File: src/rtl/relu_stream_ctrl_if.sv
// Handshake bundle for relu_stream_ctrl: frame config, status, and the
// accumulator-in / activation-out valid-ready streams.
interface relu_stream_ctrl_if #(
  parameter int DATA_IN_WIDTH  = 32,
  parameter int DATA_OUT_WIDTH = 16,
  parameter int CNT_WIDTH      = 16,
  parameter int SHIFT_WIDTH    = 5
);
  logic                      cfg_start;
  logic [CNT_WIDTH-1:0]      cfg_len;
  logic [SHIFT_WIDTH-1:0]    cfg_shift;
  logic                      busy;
  logic                      done;
  logic                      s_valid;
  logic                      s_ready;
  logic [DATA_IN_WIDTH-1:0]  s_data;
  logic                      m_valid;
  logic                      m_ready;
  logic [DATA_OUT_WIDTH-1:0] m_data;
  logic                      m_last;
  logic [CNT_WIDTH-1:0]      elem_cnt;

  // master: the side issuing frames, feeding words and draining results
  modport master (
    output cfg_start, cfg_len, cfg_shift, s_valid, s_data, m_ready,
    input  busy, done, s_ready, m_valid, m_data, m_last, elem_cnt
  );

  modport slave (
    input  cfg_start, cfg_len, cfg_shift, s_valid, s_data, m_ready,
    output busy, done, s_ready, m_valid, m_data, m_last, elem_cnt
  );
endinterface

File: src/rtl/relu_stream_ctrl.sv
// Frame sequencer for the ReLU stage: relu, requant shift, clamp/truncate.
// RELU_SAT_EN defined: saturate to the max positive output; undefined: truncate.
module relu_stream_ctrl #(
  parameter int DATA_IN_WIDTH  = 32,
  parameter int DATA_OUT_WIDTH = 16,
  parameter int CNT_WIDTH      = 16,
  parameter int SHIFT_WIDTH    = 5
) (
  input  logic               clk,
  input  logic               rst,
  relu_stream_ctrl_if.slave  bus
);
  localparam int DIN  = DATA_IN_WIDTH;
  localparam int DOUT = DATA_OUT_WIDTH;

  typedef enum logic [1:0] {IDLE, RUN, DRAIN, DONE} state_t;

  state_t                 state_q;
  logic [CNT_WIDTH-1:0]   len_q, cnt_q, cnt_d;
  logic [SHIFT_WIDTH-1:0] shift_q;
  logic                   m_valid_q, m_last_q, busy_q, done_q;
  logic [DOUT-1:0]        m_data_q, m_data_d;
  logic [DIN-1:0]         relu_v, shr_v;
  logic                   s_ready, xfer;

`ifdef RELU_SAT_EN
  localparam logic [DIN-1:0] SAT_MAX = {{(DIN-DOUT+1){1'b0}}, {(DOUT-1){1'b1}}};
`endif

  always_comb begin
    s_ready = (state_q == RUN) && (!m_valid_q || bus.m_ready);
    xfer    = s_ready && bus.s_valid;
    cnt_d   = cnt_q + CNT_WIDTH'(1);
    relu_v  = bus.s_data[DIN-1] ? '0 : bus.s_data;
    // relu_v is non-negative, so a logical shift equals the arithmetic one,
    // and shifting by >= DIN already yields zero.
    shr_v   = relu_v >> shift_q;
`ifdef RELU_SAT_EN
    m_data_d = (shr_v > SAT_MAX) ? SAT_MAX[DOUT-1:0] : shr_v[DOUT-1:0];
`else
    m_data_d = shr_v[DOUT-1:0];
`endif
  end

  always_ff @(posedge clk or posedge rst) begin
    if (rst) begin
      state_q   <= IDLE;
      len_q     <= '0;
      shift_q   <= '0;
      cnt_q     <= '0;
      m_valid_q <= 1'b0;
      m_last_q  <= 1'b0;
      m_data_q  <= '0;
      busy_q    <= 1'b0;
      done_q    <= 1'b0;
    end else begin
      done_q <= 1'b0;
      case (state_q)
        IDLE: if (bus.cfg_start) begin
          len_q    <= bus.cfg_len;
          shift_q  <= bus.cfg_shift;
          cnt_q    <= '0;
          m_last_q <= 1'b0;
          busy_q   <= 1'b1;
          if (bus.cfg_len == '0) begin
            state_q <= DONE;
            done_q  <= 1'b1;
          end else begin
            state_q <= RUN;
          end
        end
        RUN: begin
          if (xfer) begin
            m_data_q  <= m_data_d;
            m_valid_q <= 1'b1;
            cnt_q     <= cnt_d;
            if (cnt_d == len_q) begin
              m_last_q <= 1'b1;
              state_q  <= DRAIN;
            end
          end else if (bus.m_ready) begin
            m_valid_q <= 1'b0;
          end
        end
        DRAIN: if (m_valid_q && bus.m_ready) begin
          m_valid_q <= 1'b0;
          m_last_q  <= 1'b0;
          state_q   <= DONE;
          done_q    <= 1'b1;
        end
        DONE: begin
          busy_q  <= 1'b0;
          state_q <= IDLE;
        end
        default: state_q <= IDLE;
      endcase
    end
  end

  assign bus.s_ready  = s_ready;
  assign bus.m_valid  = m_valid_q;
  assign bus.m_data   = m_data_q;
  assign bus.m_last   = m_last_q;
  assign bus.busy     = busy_q;
  assign bus.done     = done_q;
  assign bus.elem_cnt = cnt_q;
endmodule
File: src/flat_wrapper.sv
// flat-port wrapper written by rule: the top's interface ports become plain ports
module relu_stream_ctrl_flat 
#(
  parameter int DATA_IN_WIDTH  = 32,
  parameter int DATA_OUT_WIDTH = 16,
  parameter int CNT_WIDTH      = 16,
  parameter int SHIFT_WIDTH    = 5
)
  (clk, rst, bus_cfg_start, bus_cfg_len, bus_cfg_shift, bus_s_valid, bus_s_data, bus_m_ready, bus_busy, bus_done, bus_s_ready, bus_m_valid, bus_m_data, bus_m_last, bus_elem_cnt);
  relu_stream_ctrl_if #(.DATA_IN_WIDTH(DATA_IN_WIDTH), .DATA_OUT_WIDTH(DATA_OUT_WIDTH), .CNT_WIDTH(CNT_WIDTH), .SHIFT_WIDTH(SHIFT_WIDTH)) bus_i ();
  input  logic clk;
  input  logic rst;
  input wire logic [$bits(bus_i.cfg_start)-1:0] bus_cfg_start;
  input wire logic [$bits(bus_i.cfg_len)-1:0] bus_cfg_len;
  input wire logic [$bits(bus_i.cfg_shift)-1:0] bus_cfg_shift;
  input wire logic [$bits(bus_i.s_valid)-1:0] bus_s_valid;
  input wire logic [$bits(bus_i.s_data)-1:0] bus_s_data;
  input wire logic [$bits(bus_i.m_ready)-1:0] bus_m_ready;
  output wire logic [$bits(bus_i.busy)-1:0] bus_busy;
  output wire logic [$bits(bus_i.done)-1:0] bus_done;
  output wire logic [$bits(bus_i.s_ready)-1:0] bus_s_ready;
  output wire logic [$bits(bus_i.m_valid)-1:0] bus_m_valid;
  output wire logic [$bits(bus_i.m_data)-1:0] bus_m_data;
  output wire logic [$bits(bus_i.m_last)-1:0] bus_m_last;
  output wire logic [$bits(bus_i.elem_cnt)-1:0] bus_elem_cnt;
  assign bus_i.cfg_start = bus_cfg_start;
  assign bus_i.cfg_len = bus_cfg_len;
  assign bus_i.cfg_shift = bus_cfg_shift;
  assign bus_i.s_valid = bus_s_valid;
  assign bus_i.s_data = bus_s_data;
  assign bus_i.m_ready = bus_m_ready;
  assign bus_busy = bus_i.busy;
  assign bus_done = bus_i.done;
  assign bus_s_ready = bus_i.s_ready;
  assign bus_m_valid = bus_i.m_valid;
  assign bus_m_data = bus_i.m_data;
  assign bus_m_last = bus_i.m_last;
  assign bus_elem_cnt = bus_i.elem_cnt;
  relu_stream_ctrl #(.DATA_IN_WIDTH(DATA_IN_WIDTH), .DATA_OUT_WIDTH(DATA_OUT_WIDTH), .CNT_WIDTH(CNT_WIDTH), .SHIFT_WIDTH(SHIFT_WIDTH)) u_core (.clk(clk), .rst(rst), .bus(bus_i));
endmodule
File: config.mk
export PLATFORM = sky130hd
export DESIGN_NAME = relu_stream_ctrl_flat
export DESIGN_NICKNAME = d
export VERILOG_FILES = /design/src/rtl/relu_stream_ctrl_if.sv /design/src/rtl/relu_stream_ctrl.sv /design/src/flat_wrapper.sv
export SDC_FILE = /design/constraint.sdc
export NUM_CORES = 1
export LEC_CHECK = 0
export BUFFER_PORTS_ARGS = -buffer_cell sky130_fd_sc_hd__buf_2
export CORE_UTILIZATION = 56
export DETAILED_ROUTE_END_ITERATION = 8
export PLACE_DENSITY = 0.81
export SETUP_SLACK_MARGIN = 0.05
export SLEW_MARGIN = 30
export SYNTH_ARGS = -nofsm -noshare
export SYNTH_HDL_FRONTEND = slang
export SYNTH_SLANG_ARGS = --single-unit
export TNS_END_PERCENT = 5
File: constraint.sdc
create_clock -name clk -period 2.7 [get_ports clk]
set_input_delay 0 -clock clk [delete_from_list [all_inputs] [get_ports clk]]
set_output_delay 0 -clock clk [all_outputs]
set_load 0.005 [all_outputs]
* Yosys cells after proc, flatten, opt, wreduce, memory -nomap -nowiden
Cells that the tools add are included.
** Cells by class
- $add $sub $neg :: 1
- Equal/unequal tests :: 9
- Shifts and indexed selects :: 1
- Multiplexer cells :: 24
- Reduce and logical (&&, ||, !) cells :: 18
** Operator list (number)
- 2-to-1 mux 16 bit :: 2
- case mux 16 bit (2 select lines) :: 1
- >> shifter 32 x 5 -> 16 bit :: 1
- 2-to-1 mux 31 bit :: 1
- adder 16 x 1 -> 16 bit (second input constant) :: 1
- == test 16 bit :: 1
- logical NOT 16 bit :: 1
- 2-to-1 mux 1 bit :: 10
- 2-to-1 mux 2 bit :: 5
- case mux 2 bit (4 select lines) :: 1
- case mux 1 bit (2 select lines) :: 3
- AND reduction 2 bit :: 3
- AND reduction 3 bit :: 2
- nonzero test 2 bit :: 3
- AND reduction 5 bit :: 1
- == test 2 bit (second input constant) :: 2
- != test 2 x 1 -> 1 bit (second input constant) :: 2
- != test 2 bit (second input constant) :: 2
- AND reduction 4 bit :: 1
- logical AND 1 bit :: 3
- != test 3 x 2 -> 1 bit (second input constant) :: 1
- case mux 1 bit (3 select lines) :: 1
- nonzero test 3 bit :: 1
- == test 2 x 1 -> 1 bit (second input constant) :: 1
- 3 further kinds :: 3
** Storage, ports and cells
- Register bits :: 59
- Output and inout bits :: 37
- Word-level logic and storage cells :: 62

* Depth between registers and ports, before layout
Gate-level depths: netlist of run 1.
- Depth after elaboration :: 6
- Gate-level depth with buffers :: 10
- Depth with buffers taken out :: 9

* Least setup slack after synthesis of run 1
No wires, ideal clock.
- Path kind :: reg2reg
- Start :: reg u_core.cnt_q[0], in the netlist u_core.bus.elem_cnt[0]
- End :: reg u_core.state_q[0]
- Arrival time :: 2082 ps
- Required time :: 2571 ps
- Path slack :: 489 ps
- Cell stages (with the launch flop) :: 9
- Buffers on the path :: 0
- Clock period less this slack :: 2211 ps
- Cells stage by stage :: dfrtp_1 ha_1 nand3_4 nor4_4 xnor2_1 o22ai_2 nor4b_2 a41oi_2 mux2i_1
** On the way
- Word-level cells in the longest chain between the ends :: 4
** RTL lines
- from (decl) :: line relu_stream_ctrl.sv:19 : logic [CNT_WIDTH-1:0] len_q, cnt_q, cnt_d;
- from (signal assigned) :: line relu_stream_ctrl.sv:76 : cnt_q <= cnt_d;
- adder 16 x 1 -> 16 bit :: line relu_stream_ctrl.sv:33 : cnt_d = cnt_q + CNT_WIDTH'(1);
- == test 16 bit :: line relu_stream_ctrl.sv:77 : if (cnt_d == len_q) begin
- != test 2 bit (no source line)
- AND reduction 4 bit (no source line)
- to (signal assigned) :: line relu_stream_ctrl.sv:47 : state_q <= IDLE;
- to (signal assigned) :: line relu_stream_ctrl.sv:79 : state_q <= DRAIN;
- to (signal assigned) :: line relu_stream_ctrl.sv:88 : state_q <= DONE;
- to (decl) :: line relu_stream_ctrl.sv:18 : state_t state_q;
No other way between the ends.
A chain may end at the register's enable or synchronous reset.

* Worst setup path in the final report of run 1
Ends and elaborated chain as after synthesis.

==> results of run 1 <==
flip-flops by register name, indices dropped and copies added (netlist names):
| signal | cells |
|---|---|
| u_core.bus.m_last | 1 |
| u_core.bus.m_data | 16 |
| u_core.len_q | 16 |
| u_core.state_q | 2 |
| u_core.shift_q | 5 |
| u_core.bus.m_valid | 1 |
| u_core.bus.done | 1 |
| u_core.bus.elem_cnt | 16 |
| u_core.bus.busy | 1 |
critical path: stages (launching register included):
cell,delay (ns)
dfrtp_1,0.49
ha_1,0.35
nand3_4,0.20
nor4_4,0.37
xnor2_1,0.17
o22ai_2,0.11
nor4b_2,0.30
a41oi_2,0.18
mux2i_1,0.22
final cells by class:
| class | instances | area (sq um) | share of cell area (%) |
|---|---|---|---|
| inverter | 12 | 45.04 | 0.8002 |
| clock inverter | 4 | 98.84 | 1.756 |
| timing repair buffer | 131 | 833.3 | 14.80 |
| tap | 102 | 127.6 | 2.267 |
| sequential | 59 | 1478 | 26.25 |
| multi-input combinational | 389 | 2912 | 51.72 |
| clock buffer | 12 | 135.1 | 2.401 |
path summary, 6_finish.rpt:
path / cells past startpoint / start / slack, ns / to
max in group asynchronous: 4 / rst / 1.73 / u_core.bus.m_data[12]
max: 8 / u_core.bus.elem_cnt[0] / 0.22 / u_core.state_q[0]
min reg2reg: 1 / u_core.bus.m_data[1] / 0.48 / u_core.bus.m_data[1]
min: 3 / bus_cfg_start / 0.01 / u_core.bus.busy
max reg2reg: 8 / u_core.bus.elem_cnt[0] / 0.22 / u_core.state_q[0]
min in group asynchronous: 3 / rst / 0.38 / u_core.bus.m_data[6]
layout by cell type (no fill, tap or decap), types with 14 or more instances in the layout:
cell and instances:
a21oi_1 20, buf_2 94, dfrtp_1 58, dlygate4sd3_1 24
mux2_2 30, mux2i_1 21, mux4_2 20, nand2_1 66
nand3_1 14, nor2_1 34, nor3_1 14, o21ai_0 44
xnor2_1 14
metrics by stage:
| stage | hold slack (ns) | worst slack (ns) | total power [uW] |
|---|---|---|---|
| finish | 0.01436 | 0.2190 | 5555 |
| global route | 0.05759 | 0.07918 | 5944 |
| CTS | 0.003145 | 0.2618 | 5524 |
| detailed placement | 0.2094 | 0.2681 | 4511 |
| global placement | 0.1988 | 0.4290 | 4414 |
| floorplan | 0.1095 | 0.4894 | 3758 |
power by group:
| part | internal (uW) | switching [uW] |
|---|---|---|
| Clock | 617 | 349 |
| Sequential | 1170 | 374 |
| Combinational | 1470 | 1580 |
| Total | 3250 | 2300 |
kinds of logic (layout without fill, tap and decap cells):
group / after synthesis / count (layout) / synth area share [%]
and+or+nand+nor: 174 / 174 / 19.87
AOI/OAI and AO/OA: 118 / 118 / 16.12
muxes: 71 / 71 / 21.66
DFF: 59 / 59 / 32.03
buffers and inverters: 47 / 159 / 4.967
xor gates and xnor gates: 21 / 21 / 3.990
adders and majority gates: 5 / 5 / 1.357
per-layer routing:
metal / up-vias / global-route usage [%] / wire (microns)
met5: - / 0 / 0
met4: 0 / 6.154 / 91
met3: 5 / 4.187 / 897
met2: 198 / 47.65 / 5598
met1: 2095 / 45.64 / 5800
li1: 2035 / - / -
what timing repair did:
item,CTS,global route
hold buffers,24,0
gates resized for setup,0,1
endpoints found under the setup margin,0,1
setup buffers,0,0
endpoints found under the hold margin,60,0
==> impl_metrics.env, run 1 <==
export IMPL_drive_gt1_share_pct=31.14
export IMPL_fin_util_pct=71.73
export IMPL_rsz0062_at_grt="false"
export IMPL_cp_data_arrival_time_ns=2.73
export IMPL_overflow=0
export IMPL_grt_start_max_net_pins=39
export IMPL_die_w_microns=92.73
export IMPL_ant_nets=0
export IMPL_async_reset_ff_share_pct=100.0
export IMPL_critPathKind="flop to flop"
export IMPL_fmaxAchievable_mhz=403.1
export IMPL_crit_fanout=10
export IMPL_ys_ff_latch=59
export IMPL_setup_viol=0
export IMPL_die_area_sq_um=8598
export IMPL_grt_usage_pct=30.58
export IMPL_grt_pass1_wl_microns=20740
export IMPL_path_clk_slew_ns=0.07
export IMPL_syn_inst=495
export IMPL_io_buffers=94
export IMPL_setup_tns_ns=0
export IMPL_wl_per_cell_microns=17.47
export IMPL_fin_nets=665
export IMPL_power_density_nw_per_um2=986.8
export IMPL_postPlaceCellArea_sq_um=5147
export IMPL_htree_levels=3
export IMPL_mappedNetlistArea_sq_um=4609
export IMPL_slew_headroom_pct=45.79
export IMPL_drt_wl_total_microns=12390
export IMPL_yosys_top_cells_area="dfrtp_1 (32%), mux4_2 (9.8%), mux2_2 (7.3%)"
export IMPL_critPathCaptureType="flop"
export IMPL_slew_viol_final=0
export IMPL_yosysTopAreaCell="dfrtp_1"
export IMPL_fin_worst_skew_ns=0.01269
export IMPL_clk_latency_ns=0.33
export IMPL_status="complete, no violations"
export IMPL_first_pass_iters=5
export IMPL_p_leak_uw=0.002553
export IMPL_die_y_microns=92.73
export IMPL_grt_pass1_vias=4055
export IMPL_place_detailed_hpwl_microns=9318
export IMPL_antenna_cells=0
export IMPL_maxCapViolCount=0
export IMPL_synth_most_common_cell="nand2_1"
export IMPL_ys_warn_count=0
export IMPL_via_count=4333
export IMPL_fin_crit_sh_pct=91.89
export IMPL_antenna_found_initial=0
export IMPL_place_inst=669
export IMPL_fillCellCount=604
export IMPL_synth_common_cells="nand2_1 (66), dfrtp_1 (59), o21ai_0 (44)"
export IMPL_io_pin_count=95
export IMPL_initialDrtViolationCount=243
export IMPL_ir_worst_vdd_uv=731.2
export IMPL_viasPerCell=6.111
export IMPL_syn_nets=558
export IMPL_place_gp_congestion=0.9206
export IMPL_ys_flop_type="dfrtp_1"
export IMPL_stdcell_count=709
export IMPL_synth_edf_count=0
export IMPL_cts_sinks=59
export IMPL_cts_tree="yes"
export IMPL_root_buffer="clkbuf_8"
export IMPL_drc=0
export IMPL_core_sq_um=7848
export IMPL_synth_cell_types=64
export IMPL_yosysTopAreaCellShare_pct=32.03
export IMPL_clockBufferDepth=2
export IMPL_area_growth_pct=22.12
export IMPL_cts_inserted_buffers=9
export IMPL_yosysSeqAreaShare_pct=32.03
export IMPL_fp_row_count=32
export IMPL_worstMarginPinSlew_ns=0.8119
export IMPL_finalInstanceArea_sq_um=5629
export IMPL_hold_viol=0
export IMPL_hold_class="input port to flop"
export IMPL_critPathRequiredTime_ns=2.95
export IMPL_syn_area_per_cell_sq_um=9.312
export IMPL_period_needed_ns=2.481
export IMPL_worst_setup_path_start_kind="flop"
export IMPL_start_util_pct=58.74
Power figures use the tool's default switching activity.
==> inputs of run 2 (changes only) <==
--- a/config.mk
+++ b/config.mk
@@ -6,9 +6,9 @@
 export NUM_CORES = 1
 export LEC_CHECK = 0
 export BUFFER_PORTS_ARGS = -buffer_cell sky130_fd_sc_hd__buf_2
-export CORE_UTILIZATION = 56
+export CAP_MARGIN = 30
+export CORE_UTILIZATION = 35
 export DETAILED_ROUTE_END_ITERATION = 8
-export PLACE_DENSITY = 0.81
 export SETUP_SLACK_MARGIN = 0.05
 export SLEW_MARGIN = 30
 export SYNTH_ARGS = -nofsm -noshare
==> run 2 against run 1 <==
  * Worst hold slack improved by 0.29 ns
  * Largest power group unchanged
  * Non-clock buffer count increased by 3
  * Setup slack improved by 0.079 ns
  * Power increased by 4.8%
  * Via count decreased by 2.2%
  * Global-route usage decreased by 9.7 points
  * Highest routed layer unchanged
  * Die area increased by 59%
==> impl_metrics.env, run 2 (same netlist as run 1, synthesis figures left out) <==
export IMPL_place_gp_congestion=0.8733
export IMPL_root_buffer="clkbuf_16"
export IMPL_area_growth_pct=25.79
export IMPL_cts_inserted_buffers=9
export IMPL_reg2reg_slack_ns=0.30
export IMPL_fmaxAchievable_mhz=416.4
export IMPL_core_sq_um=12720
export IMPL_clk_latency_ns=0.34
export IMPL_p_leak_uw=0.002589
export IMPL_period_needed_ns=2.402
export IMPL_critPathRequiredTime_ns=2.92
export IMPL_drc=0
export IMPL_wl_per_cell_microns=17.14
export IMPL_grt_pass1_vias=4034
export IMPL_crit_path_end="u_core.state_q[1]"
export IMPL_drive_gt1_share_pct=31.53
export IMPL_final_common_cell="buf_2"
export IMPL_start_util_pct=36.23
export IMPL_htree_levels=3
export IMPL_stdcell_count=781
export IMPL_io_buffers=94
export IMPL_slew_headroom_pct=51.17
export IMPL_via_count=4237
export IMPL_overflow=0
export IMPL_hold_class="input port to async pin"
export IMPL_cts_sinks=59
export IMPL_cts_tree="yes"
export IMPL_r2r_start="u_core.bus.elem_cnt[0]"
export IMPL_power_density_nw_per_um2=1004
export IMPL_reg2reg_depth=8
export IMPL_setup_tns_ns=0
export IMPL_clockBufferDepth=2
export IMPL_die_w_microns=116.8
export IMPL_wl_met3_microns=715
export IMPL_antenna_cells=0
export IMPL_grt_usage_pct=20.85
export IMPL_setup_viol=0
export IMPL_die_y_microns=116.8
export IMPL_place_inst=740
export IMPL_place_detailed_hpwl_microns=10130
export IMPL_postPlaceCellArea_sq_um=5218
export IMPL_slew_viol_final=0
export IMPL_hold_viol=0
export IMPL_maxCapViolCount=0
export IMPL_fin_worst_skew_ns=0.005769
export IMPL_fin_nets=668
export IMPL_m1WireLength_microns=6572
export IMPL_worstMarginPinSlew_ns=0.7325
export IMPL_viasPerCell=5.425
export IMPL_first_pass_iters=5
export IMPL_io_pin_count=95
export IMPL_fillCellCount=1292
export IMPL_cp_data_arrival_time_ns=2.62
export IMPL_met2WireLength_microns=5964
export IMPL_finalInstanceArea_sq_um=5798
export IMPL_fin_crit_sh_pct=88.96
export IMPL_top_layer="met4"
export IMPL_worst_hold_slack_ns=0.3013
export IMPL_drt_wl_total_microns=13390
export IMPL_critPathKind="flop to flop"
export IMPL_rsz0062_at_grt="false"
export IMPL_critPathCaptureType="flop"
export IMPL_grt_pass1_wl_microns=21380
export IMPL_grt_start_max_net_pins=38
export IMPL_r2r_end="u_core.state_q[1]"
export IMPL_fp_row_count=41
export IMPL_crit_fanout=10
export IMPL_ant_nets=0
export IMPL_initialDrtViolationCount=310
export IMPL_worst_setup_path_start_kind="flop"
export IMPL_status="complete, no violations"
export IMPL_mostFrequentLayoutCells="buf_2 (94), nand2_1 (66), dfrtp_1 (58), o21ai_0 (44), nor2_1 (34)"
export IMPL_critical_path_startpoint="u_core.bus.elem_cnt[0]"
export IMPL_path_clk_slew_ns=0.05
export IMPL_post_cts_buffers=0
export IMPL_die_area_sq_um=13630
export IMPL_ir_worst_vdd_uv=467.4
export IMPL_antenna_found_initial=0
-- run 2: changes by cell type in the layout (fill, tap and decap cells not counted), sizes merged --
cell	previous run	this run
clkbuf	12	10
clkinv	2	4
dlygate4sd3	24	26
buf	107	108
bufinv	3	2
clkinvlp	0	1
inv	11	10
-- run 2: layout make-up --
class	count	area [sq um]	share of cell area (%)
clock buffers	10	239.0	4.122
clock inverters	5	77.57	1.338
repair buffers	134	835.8	14.42
well taps	172	215.2	3.712
multi-input cells	389	2907	50.13
inverters	12	46.29	0.7984
flip-flops and latches	59	1478	25.49
-- run 2: critical path, stage by stage, from the launching register on --
cell and delay, ns:
dfrtp_1 0.48, ha_2 0.30, nand3_4 0.16, nor4_4 0.35, xnor2_1 0.17, o22ai_2 0.12
nor4b_2 0.34, a41oi_2 0.20, mux2i_1 0.16
-- run 2: per-layer routing --
layer  up-vias  GRT usage, %
li1       2047             -
met1      2034         30.48
met4         0         6.498
met5         -             0
met2       144         31.20
met3        12         3.633
-- run 2: how the worst min path moves through the flow --
stage | from | slack (ns) | cells past startpoint | to
finish | rst | 0.30 | 3 | u_core.shift_q[0]
global route | rst | 0.37 | 3 | u_core.shift_q[0]
CTS | bus_s_data[31] | 0.30 | 4 | u_core.bus.m_data[15]
detailed placement | rst | 0.24 | 2 | u_core.shift_q[0]
global placement | rst | 0.22 | 2 | u_core.bus.m_data[1]
floorplan | bus_m_ready | 0.11 | 2 | bus_s_ready
-- run 2: report_power, final --
group	leakage, uW	switching [uW]	internal, uW
clock	0.000154	413	823
combinational	0.00168	1660	1450
sequential	0.000756	295	1170
total	0.00259	2370	3450
-- run 2: through the flow --
step                utilization, %  power, uW  setup slack, ns
floorplan                        -       3758           0.4894
global placement             41.01       4473           0.3902
detailed placement           41.01       4532           0.2428
CTS                          45.54       5842           0.2153
global route                 45.57       6253           0.1191
finish                       45.57       5824           0.2982
-- run 2: timing repair --
| item | in CTS | in global routing |
|---|---|---|
| setup endpoints to repair | 0 | 2 |
| hold buffers | 26 | 0 |
| endpoints found under the hold margin | 59 | 0 |
| resized for setup | 0 | 1 |
